`src/rtl/ahb_arb_pkg.sv`:
```
// Shared types and constants for the two-port AHB master arbiter.
package ahb_arb_pkg;

    localparam int NUM_PORTS  = 2;
    localparam int DEF_ADDR_W = 32;
    localparam int DEF_DATA_W = 32;

    typedef enum logic [1:0] {
        ST_IDLE,
        ST_ADDR,
        ST_DATA
    } arb_state_t;

    typedef logic [$clog2(NUM_PORTS)-1:0] owner_t;

endpackage

```
`src/rtl/ahb_master_arbiter_if.sv`:
```
// Requester ports plus AHB master user-side signals; "master" is the arbiter's view,
// "slave" is the environment's view (requesters and the AHB master block).
interface ahb_master_arbiter_if #(
    parameter int ADDR_W = ahb_arb_pkg::DEF_ADDR_W,
    parameter int DATA_W = ahb_arb_pkg::DEF_DATA_W
);
    logic              p0_req;
    logic              p0_write;
    logic [ADDR_W-1:0] p0_addr;
    logic [DATA_W-1:0] p0_wdata;
    logic              p0_gnt;
    logic              p0_done;
    logic [DATA_W-1:0] p0_rdata;

    logic              p1_req;
    logic              p1_write;
    logic [ADDR_W-1:0] p1_addr;
    logic [DATA_W-1:0] p1_wdata;
    logic              p1_gnt;
    logic              p1_done;
    logic [DATA_W-1:0] p1_rdata;

    logic              transfer;
    logic              write;
    logic [ADDR_W-1:0] addr;
    logic [DATA_W-1:0] wdata;
    logic [DATA_W-1:0] rdata;
    logic              HREADY;

    modport master (
        input  p0_req, p0_write, p0_addr, p0_wdata,
        output p0_gnt, p0_done, p0_rdata,
        input  p1_req, p1_write, p1_addr, p1_wdata,
        output p1_gnt, p1_done, p1_rdata,
        output transfer, write, addr, wdata,
        input  rdata, HREADY
    );

    modport slave (
        output p0_req, p0_write, p0_addr, p0_wdata,
        input  p0_gnt, p0_done, p0_rdata,
        output p1_req, p1_write, p1_addr, p1_wdata,
        input  p1_gnt, p1_done, p1_rdata,
        input  transfer, write, addr, wdata,
        output rdata, HREADY
    );

endinterface

```
`src/rtl/ahb_arb_picker.sv`:
```
// Winner select for two requesters; fixed priority to port 0 unless ARB_ROUND_ROBIN_EN,
// which adds a last-served pointer (reset to port 1) updated on every grant.
module ahb_arb_picker
    import ahb_arb_pkg::*;
(
    input  logic   req0,
    input  logic   req1,
`ifdef ARB_ROUND_ROBIN_EN
    input  logic   clk,
    input  logic   rst_n,
    input  logic   grant,
`endif
    output owner_t winner
);

`ifdef ARB_ROUND_ROBIN_EN
    owner_t last_q;

    always_ff @(posedge clk or negedge rst_n) begin
        if (!rst_n) begin
            last_q <= owner_t'(1);
        end else if (grant) begin
            last_q <= winner;
        end
    end

    // On a tie, port 1 wins only if port 0 was served last.
    always_comb begin
        winner = owner_t'(0);
        if (req1 && (!req0 || last_q == owner_t'(0))) begin
            winner = owner_t'(1);
        end
    end
`else
    always_comb begin
        winner = owner_t'(0);
        if (req1 && !req0) begin
            winner = owner_t'(1);
        end
    end
`endif

endmodule

```
`src/rtl/ahb_master_arbiter.sv`:
```
// Shares one AHB master between data (p0) and fetch (p1) ports; one transfer in flight,
// gnt->done in 3 cycles plus one per HREADY-low cycle. Tie policy set by ARB_ROUND_ROBIN_EN.
module ahb_master_arbiter
    import ahb_arb_pkg::*;
#(
    parameter int ADDR_W = DEF_ADDR_W,
    parameter int DATA_W = DEF_DATA_W
)(
    input  logic                 HCLK,
    input  logic                 HRESETn,
    ahb_master_arbiter_if.master bus
);

    arb_state_t        state_q, state_d;
    owner_t            winner, owner_q;
    logic              any_req, grant, data_done;
    logic              write_q;
    logic [ADDR_W-1:0] addr_q;
    logic [DATA_W-1:0] wdata_q;
    logic [DATA_W-1:0] p0_rdata_q, p1_rdata_q;
    logic              p0_done_q, p1_done_q;

    assign any_req = bus.p0_req | bus.p1_req;

    ahb_arb_picker u_picker (
        .req0   (bus.p0_req),
        .req1   (bus.p1_req),
`ifdef ARB_ROUND_ROBIN_EN
        .clk    (HCLK),
        .rst_n  (HRESETn),
        .grant  (grant),
`endif
        .winner (winner)
    );

    always_ff @(posedge HCLK or negedge HRESETn) begin
        if (!HRESETn) begin
            state_q <= ST_IDLE;
        end else begin
            state_q <= state_d;
        end
    end

    always_comb begin
        state_d = state_q;
        case (state_q)
            ST_IDLE: if (any_req)    state_d = ST_ADDR;
            ST_ADDR: if (bus.HREADY) state_d = ST_DATA;
            ST_DATA: if (bus.HREADY) state_d = ST_IDLE;
            default:                 state_d = ST_IDLE;
        endcase
    end

    // Grant is gated by reset so nothing is accepted while the block is held in reset.
    always_comb begin
        grant        = 1'b0;
        bus.transfer = 1'b0;
        data_done    = 1'b0;
        case (state_q)
            ST_IDLE: grant        = any_req & HRESETn;
            ST_ADDR: bus.transfer = 1'b1;
            ST_DATA: data_done    = bus.HREADY;
            default: ;
        endcase
    end

    assign bus.p0_gnt = grant && (winner == owner_t'(0));
    assign bus.p1_gnt = grant && (winner == owner_t'(1));

    always_ff @(posedge HCLK or negedge HRESETn) begin
        if (!HRESETn) begin
            owner_q <= owner_t'(0);
            write_q <= 1'b0;
            addr_q  <= '0;
            wdata_q <= '0;
        end else if (grant) begin
            owner_q <= winner;
            write_q <= (winner == owner_t'(1)) ? bus.p1_write : bus.p0_write;
            addr_q  <= (winner == owner_t'(1)) ? bus.p1_addr  : bus.p0_addr;
            wdata_q <= (winner == owner_t'(1)) ? bus.p1_wdata : bus.p0_wdata;
        end
    end

    always_ff @(posedge HCLK or negedge HRESETn) begin
        if (!HRESETn) begin
            p0_done_q  <= 1'b0;
            p1_done_q  <= 1'b0;
            p0_rdata_q <= '0;
            p1_rdata_q <= '0;
        end else begin
            p0_done_q <= data_done && (owner_q == owner_t'(0));
            p1_done_q <= data_done && (owner_q == owner_t'(1));
            if (data_done && !write_q && owner_q == owner_t'(0)) p0_rdata_q <= bus.rdata;
            if (data_done && !write_q && owner_q == owner_t'(1)) p1_rdata_q <= bus.rdata;
        end
    end

    assign bus.write    = write_q;
    assign bus.addr     = addr_q;
    assign bus.wdata    = wdata_q;
    assign bus.p0_done  = p0_done_q;
    assign bus.p1_done  = p1_done_q;
    assign bus.p0_rdata = p0_rdata_q;
    assign bus.p1_rdata = p1_rdata_q;

endmodule

```
`src/flat_wrapper.sv`:
```
// flat-port wrapper written by rule: the top's interface ports become plain ports
module ahb_master_arbiter_flat import ahb_arb_pkg::*;
#(
    parameter int ADDR_W = DEF_ADDR_W,
    parameter int DATA_W = DEF_DATA_W
)
  (HCLK, HRESETn, bus_p0_req, bus_p0_write, bus_p0_addr, bus_p0_wdata, bus_p0_gnt, bus_p0_done, bus_p0_rdata, bus_p1_req, bus_p1_write, bus_p1_addr, bus_p1_wdata, bus_p1_gnt, bus_p1_done, bus_p1_rdata, bus_transfer, bus_write, bus_addr, bus_wdata, bus_rdata, bus_HREADY);
  ahb_master_arbiter_if #(.ADDR_W(ADDR_W), .DATA_W(DATA_W)) bus_i ();
  input  logic HCLK;
  input  logic HRESETn;
  input wire logic [$bits(bus_i.p0_req)-1:0] bus_p0_req;
  input wire logic [$bits(bus_i.p0_write)-1:0] bus_p0_write;
  input wire logic [$bits(bus_i.p0_addr)-1:0] bus_p0_addr;
  input wire logic [$bits(bus_i.p0_wdata)-1:0] bus_p0_wdata;
  output wire logic [$bits(bus_i.p0_gnt)-1:0] bus_p0_gnt;
  output wire logic [$bits(bus_i.p0_done)-1:0] bus_p0_done;
  output wire logic [$bits(bus_i.p0_rdata)-1:0] bus_p0_rdata;
  input wire logic [$bits(bus_i.p1_req)-1:0] bus_p1_req;
  input wire logic [$bits(bus_i.p1_write)-1:0] bus_p1_write;
  input wire logic [$bits(bus_i.p1_addr)-1:0] bus_p1_addr;
  input wire logic [$bits(bus_i.p1_wdata)-1:0] bus_p1_wdata;
  output wire logic [$bits(bus_i.p1_gnt)-1:0] bus_p1_gnt;
  output wire logic [$bits(bus_i.p1_done)-1:0] bus_p1_done;
  output wire logic [$bits(bus_i.p1_rdata)-1:0] bus_p1_rdata;
  output wire logic [$bits(bus_i.transfer)-1:0] bus_transfer;
  output wire logic [$bits(bus_i.write)-1:0] bus_write;
  output wire logic [$bits(bus_i.addr)-1:0] bus_addr;
  output wire logic [$bits(bus_i.wdata)-1:0] bus_wdata;
  input wire logic [$bits(bus_i.rdata)-1:0] bus_rdata;
  input wire logic [$bits(bus_i.HREADY)-1:0] bus_HREADY;
  assign bus_i.p0_req = bus_p0_req;
  assign bus_i.p0_write = bus_p0_write;
  assign bus_i.p0_addr = bus_p0_addr;
  assign bus_i.p0_wdata = bus_p0_wdata;
  assign bus_p0_gnt = bus_i.p0_gnt;
  assign bus_p0_done = bus_i.p0_done;
  assign bus_p0_rdata = bus_i.p0_rdata;
  assign bus_i.p1_req = bus_p1_req;
  assign bus_i.p1_write = bus_p1_write;
  assign bus_i.p1_addr = bus_p1_addr;
  assign bus_i.p1_wdata = bus_p1_wdata;
  assign bus_p1_gnt = bus_i.p1_gnt;
  assign bus_p1_done = bus_i.p1_done;
  assign bus_p1_rdata = bus_i.p1_rdata;
  assign bus_transfer = bus_i.transfer;
  assign bus_write = bus_i.write;
  assign bus_addr = bus_i.addr;
  assign bus_wdata = bus_i.wdata;
  assign bus_i.rdata = bus_rdata;
  assign bus_i.HREADY = bus_HREADY;
  ahb_master_arbiter #(.ADDR_W(ADDR_W), .DATA_W(DATA_W)) u_core (.HCLK(HCLK), .HRESETn(HRESETn), .bus(bus_i));
endmodule
```
`config.mk`:
```
export PLATFORM = sky130hd
export DESIGN_NAME = ahb_master_arbiter_flat
export DESIGN_NICKNAME = d
export VERILOG_FILES = /design/src/rtl/ahb_arb_pkg.sv /design/src/rtl/ahb_master_arbiter_if.sv /design/src/rtl/ahb_arb_picker.sv /design/src/rtl/ahb_master_arbiter.sv /design/src/flat_wrapper.sv
export SDC_FILE = /design/constraint.sdc
export NUM_CORES = 1
export LEC_CHECK = 0
export CAP_MARGIN = 10
export CORE_MARGIN = 2
export CORE_UTILIZATION = 40
export DETAILED_ROUTE_END_ITERATION = 8
export GPL_ROUTABILITY_DRIVEN = 0
export PLACE_DENSITY = 0.8
export SLEW_MARGIN = 20
export SYNTH_ARGS = -nofsm -noshare
export SYNTH_HDL_FRONTEND = slang
export SYNTH_SLANG_ARGS = --single-unit
```
`constraint.sdc`:
```
create_clock -name HCLK -period 1.9 [get_ports HCLK]
set_input_delay 0.285 -clock HCLK [delete_from_list [all_inputs] [get_ports HCLK]]
set_output_delay 0.285 -clock HCLK [all_outputs]
set_load 0.005 [all_outputs]
```
# Word level (Yosys, flattened, before mapping)
# Cells that the tools add are included.
# op_classes
eq_ne	5
muxes	11
bitwise_logic	4
n_reduce_logical	12
# op_table
cell	count
$mux 32	2
$logic_and 1x1->1	8
$mux 2	3
$pmux 2 s3	1
$mux 1	5
$ne 2x2->1 const B	2
$reduce_and 3->1	1
$eq 2x1->1 const B	1
$eq 2x2->1 const B	1
$logic_not 1->1	2
$logic_not 2->1	1
$ne 2x1->1 const B	1
$not 1->1	2
$and 1x1->1	1
$or 1x1->1	1
# totals
register_bits	134
input_bits	167
out_inout_bits	134
wordCells	41

# Depth between registers and ports, before layout
# logic_depth
depth_word	5
mapped_depth	5
mapped_depth_nobuf	3

# Modules after synthesis
# A second synthesis with hierarchy kept.
# hier_totals
hier_cells	369
area_unflattened_um2	5968.2
# modules_own_cells
module	n_inst	cells_each	area_per_inst_um2
ahb_master_arbiter	1	368	5954.5
ahb_arb_picker	1	1	13.8

# Least setup slack after synthesis
# OpenSTA, ideal clock, no wires.
# synth_timing
kind	register -> register
start	register u_core.state_q[0]
end	register u_core.addr_q[12], in the netlist u_core.bus.addr[12]
arrival_ns	1.437
required_ns	1.775
slack_ns	0.339
stages_incl_launch_ff	6
path_buffers	2
synth_period_minus_slack_ns	1.561
path_cell_list	dfrtp_1 nor3b_2 o21a_1 buf_4 buf_6 mux2_2
# synth_between
elab_chain_len	2
# synth_lines
item	line_no	text
from (decl)	ahb_master_arbiter.sv:14	arb_state_t state_q, state_d;
from (signal assigned)	ahb_master_arbiter.sv:40	state_q <= state_d;
$logic_not 2->1	ahb_master_arbiter.sv:59	case (state_q)
$mux 1	ahb_master_arbiter.sv:59	
to (signal assigned)	ahb_master_arbiter.sv:79	addr_q <= (winner == owner_t'(1)) ? bus.p1_addr : bus.p0_addr;
to (decl)	ahb_master_arbiter.sv:18	logic [ADDR_W-1:0] addr_q;
# No other way between the ends.
# A chain may end at the register's enable or synchronous reset.

# Worst setup path in the final report
# layout_timing
start	register u_core.write_q, in the netlist u_core.bus.write
end	output port bus_write
# layout_rtl
item	line_no	text
from (decl)	ahb_master_arbiter.sv:17	logic write_q;
from (signal assigned)	ahb_master_arbiter.sv:78	write_q <= (winner == owner_t'(1)) ? bus.p1_write : bus.p0_write;
to (decl)	flat_wrapper.sv:26	output wire logic [$bits(bus_i.write)-1:0] bus_write;
# No word-level cell between the ends.

==> results.md <==
- Netlist Area Pre-Place: 5980 um2
- RSZ-0062 raised after global routing: false
- Initial antenna violation count: 0
- Iteration-0 DRC Markers: 105
- Sw frac: 25.9%
- Fill cells: roughly 1000
- Yosys reg bits: 134
- Status: finished with violations
- Maximum VDD drop: around 1.0 mV
- Fin nets: approximately 850
- Area leader, netlist: dfrtp_1
- Reg2reg end: u_core.bus.wdata[0]$_DFFE_PN0P_
- GRT overflow: 0
- Row cnt: 44
- Worst-Margin Slew: 0.701 ns
- Core area: between 10000 and 15000 um2
- Mapped Avg Cell Area: about 16 um2
- Final wirelength: about 16000 um
- Crit path arrival time: 1.51 ns
- Worst reg2reg path depth: 6
- Avg Vias per Cell: around 4.9
- NetSw: between 3 and 4 mW
- Setup Skew: 0.00512 ns
- Critical Path Stages: 1
- Asr flop ratio synth: 100%
- Register area share after synthesis: 56.1%
- Syn Inst Count: 367
- Largest net degree at the start of global routing: 135
- Placed Area: between 9000 and 10000 um2
- Worst path slowest cell: clkdlybuf4s50_1
- WP buf/inv: 1
- Fin Hold WS: -0.0157 ns
- CP max stage delay: 0.60 ns
- Dpl hpwl: 12000 um
- Yosys warning total: 0
- Initial Util: between 40% and 50%
- Ant diodes: 0
- Via count: 4273
- Reg clk slew, reported paths: ~0.060 ns
- Max Slew Vio Count: 0
- I/O pin total: 301
- Worst setup SP type: flip-flop
- Comb power frac: 41.4%
- Pint: 10.6 mW
- Crit path capture type: primary output
- Die X: 126 um
- Die height: ~130 um
- Setup-failing EPs final: 0
- Clock buffer depth: 2
- Crit path cell chain: clkdlybuf4s50_1
- Failing checks: hold timing
- Crit Path Category: flip-flop to primary output
- Layout cells sized above 1: 36.0%
- Most numerous cell in the Yosys netlist: mux2_2
- CTS tree: built
- Synth cell count leaders: 162 x mux2_2, 134 x dfrtp_1, 30 x mux2_4, 14 x buf_6, 4 x buf_4
- Root Driver: clkbuf_16
- Worst Hold Class: input pin to async pin
- Final hold violations: 31
- DRC: 0
- First-pass DRT Iterations: 4
- Final instance area: around 9900 um2
- Synth top area cells: dfrtp_1 56%, mux2_2 31%, mux2_4 7.5%
- Routed len/inst: 18.4 um
- Synth top area share: between 50% and 60%
- Global Route Usage Sum: approximately a fifth
- Number of global-route vias before repair: 4759
- Post-synth top flop: dfrtp_1
- Max-slew headroom: a little over half
- # port buffers: 300
- Period utilization: a little over nine tenths
- Area growth from synthesis to layout: 64.9%
- Clk pwr share: 22.6%
- Reg power frac: around 36%
- CP top delay family: buffers and inverters
- Data required time of the critical path: 1.62 ns
- Hold Buf Count CTS: 0
- Library cells used by synthesis: 22
- Post-synth EDFFs: 0
- Setup_tns: 0 ns
- Leak: approximately 4.1 nW
- Clk Latency, worst-skew pair: 0.40 ns
- Flop2flop setup slack: 0.13 ns
- R2r startpoint: u_core.state_q[0]$_DFFE_PN0P_
- Die footprint: 15900 um2
- Power per standard cell area: 1440 nW/um2
- Num CTS Buffers: 17
- Synth Net Count: 534
- Max Freq: 558 MHz
- Post-layout min period: 1.79 ns
- Number of max-cap violations: 0
- First-pass GRT wire length: approximately 25000 um
- Clk sink count: 134
- Final ANT Viol Nets: 0
- H-tree depth: 4
- Max FO, Critical Path: 4
## registers in the layout (all words and copies together), names as in the netlist, 2 cells and up
signal	flops
u_core.bus.addr	32
u_core.bus.wdata	32
u_core.state_q	2
u_core.bus.p0_rdata	32
u_core.bus.p1_rdata	32
## cell usage in the layout (no fill, tap or decap), types with 2 or more instances in the layout
master           netlist  final
and2_1                 2      2
dfrtp_1              134    132
buf_12                 0      7
buf_4                  4     14
clkbuf_16              0     17
mux2_2               162    162
dfrtp_2                0      2
clkinv_2               0      3
mux2_4                30     30
clkdlybuf4s50_1        0    296
nor2_1                 2      2
clkinvlp_4             0      2
nor2b_4                1      2
dlygate4sd2_1          0      2
mux2_1                 2      2
clkbuf_8               0      4
bufinv_16              0      2
## cell type report
| cell class | count | area [um2] | share of cell area (%) |
|---|---|---|---|
| multi-input combinational | 212 | 2450 | 24.9 |
| clock buffer | 22 | 484 | 4.91 |
| clock inverter | 8 | 98.8 | 1.00 |
| tap | 184 | 230 | 2.33 |
| sequential | 134 | 3360 | 34.0 |
| timing repair buffer | 321 | 3240 | 32.9 |
## layer usage
layer  GRT usage (%)  wire, um  up-vias
met5               0         0        -
met4            8.08       311        0
met3            9.05      1610       21
met2            36.1      8290      206
met1            21.7      6000     2094
li1                -         -     1952
## through the flow
step	total power [mW]	util [%]	instances	setup WS, ns
final	14.2	67.6	881	0.107
after global routing	15.0	67.6	881	0.0299
after CTS	14.4	67.5	880	0.0165
after detailed placement	11.0	63.2	845	-0.183
after global placement	10.8	63.2	845	-0.123
after floorplan	7.16	-	367	0.339
## worst max path at each step
stage,from,endpoint,slack [ns]
floorplan,u_core.state_q[0]$_DFFE_PN0P_,u_core.bus.addr[12]$_DFFE_PN0P_,0.34
global placement,bus_p0_req,u_core.bus.write$_DFFE_PN0P_,-0.12
detailed placement,bus_p0_req,u_core.bus.wdata[0]$_DFFE_PN0P_,-0.18
CTS,u_core.state_q[1]$_DFFE_PN0P_,bus_p0_gnt,0.02
global route,u_core.bus.write$_DFFE_PN0P_,bus_write,0.03
finish,u_core.bus.write$_DFFE_PN0P_,bus_write,0.11
## logic make-up after synthesis
| family | share of synthesized area (%) |
|---|---|
| AO/OA/AOI/OAI | 0.418 |
| AND/OR/NAND/NOR | 1.69 |
| multiplexers | 38.4 |
| buffers and inverters | 3.39 |
| flip-flops | 56.1 |
## power groups by stage
stage | sequential [mW] | clock [mW] | combinational (mW)
6_report | 5.12 | 3.21 | 5.90
5_1_grt | 5.31 | 3.43 | 6.29
4_1_cts | 5.14 | 3.28 | 5.98
3_5_place_dp | 5.14 | 0 | 5.88
3_3_place_gp | 5.05 | 0 | 5.76
2_1_floorplan | 5.13 | 0 | 2.03
## repair_timing
| action | in CTS | in global routing |
|---|---|---|
| endpoints found under the setup margin | 3 | 59 |
| gates resized for setup | 8 | 2 |
| pin swaps | 2 | 1 |
| buffers inserted | 5 | 1 |
| endpoints found under the hold margin | 0 | 0 |
(Power assumes the default switching activity.)
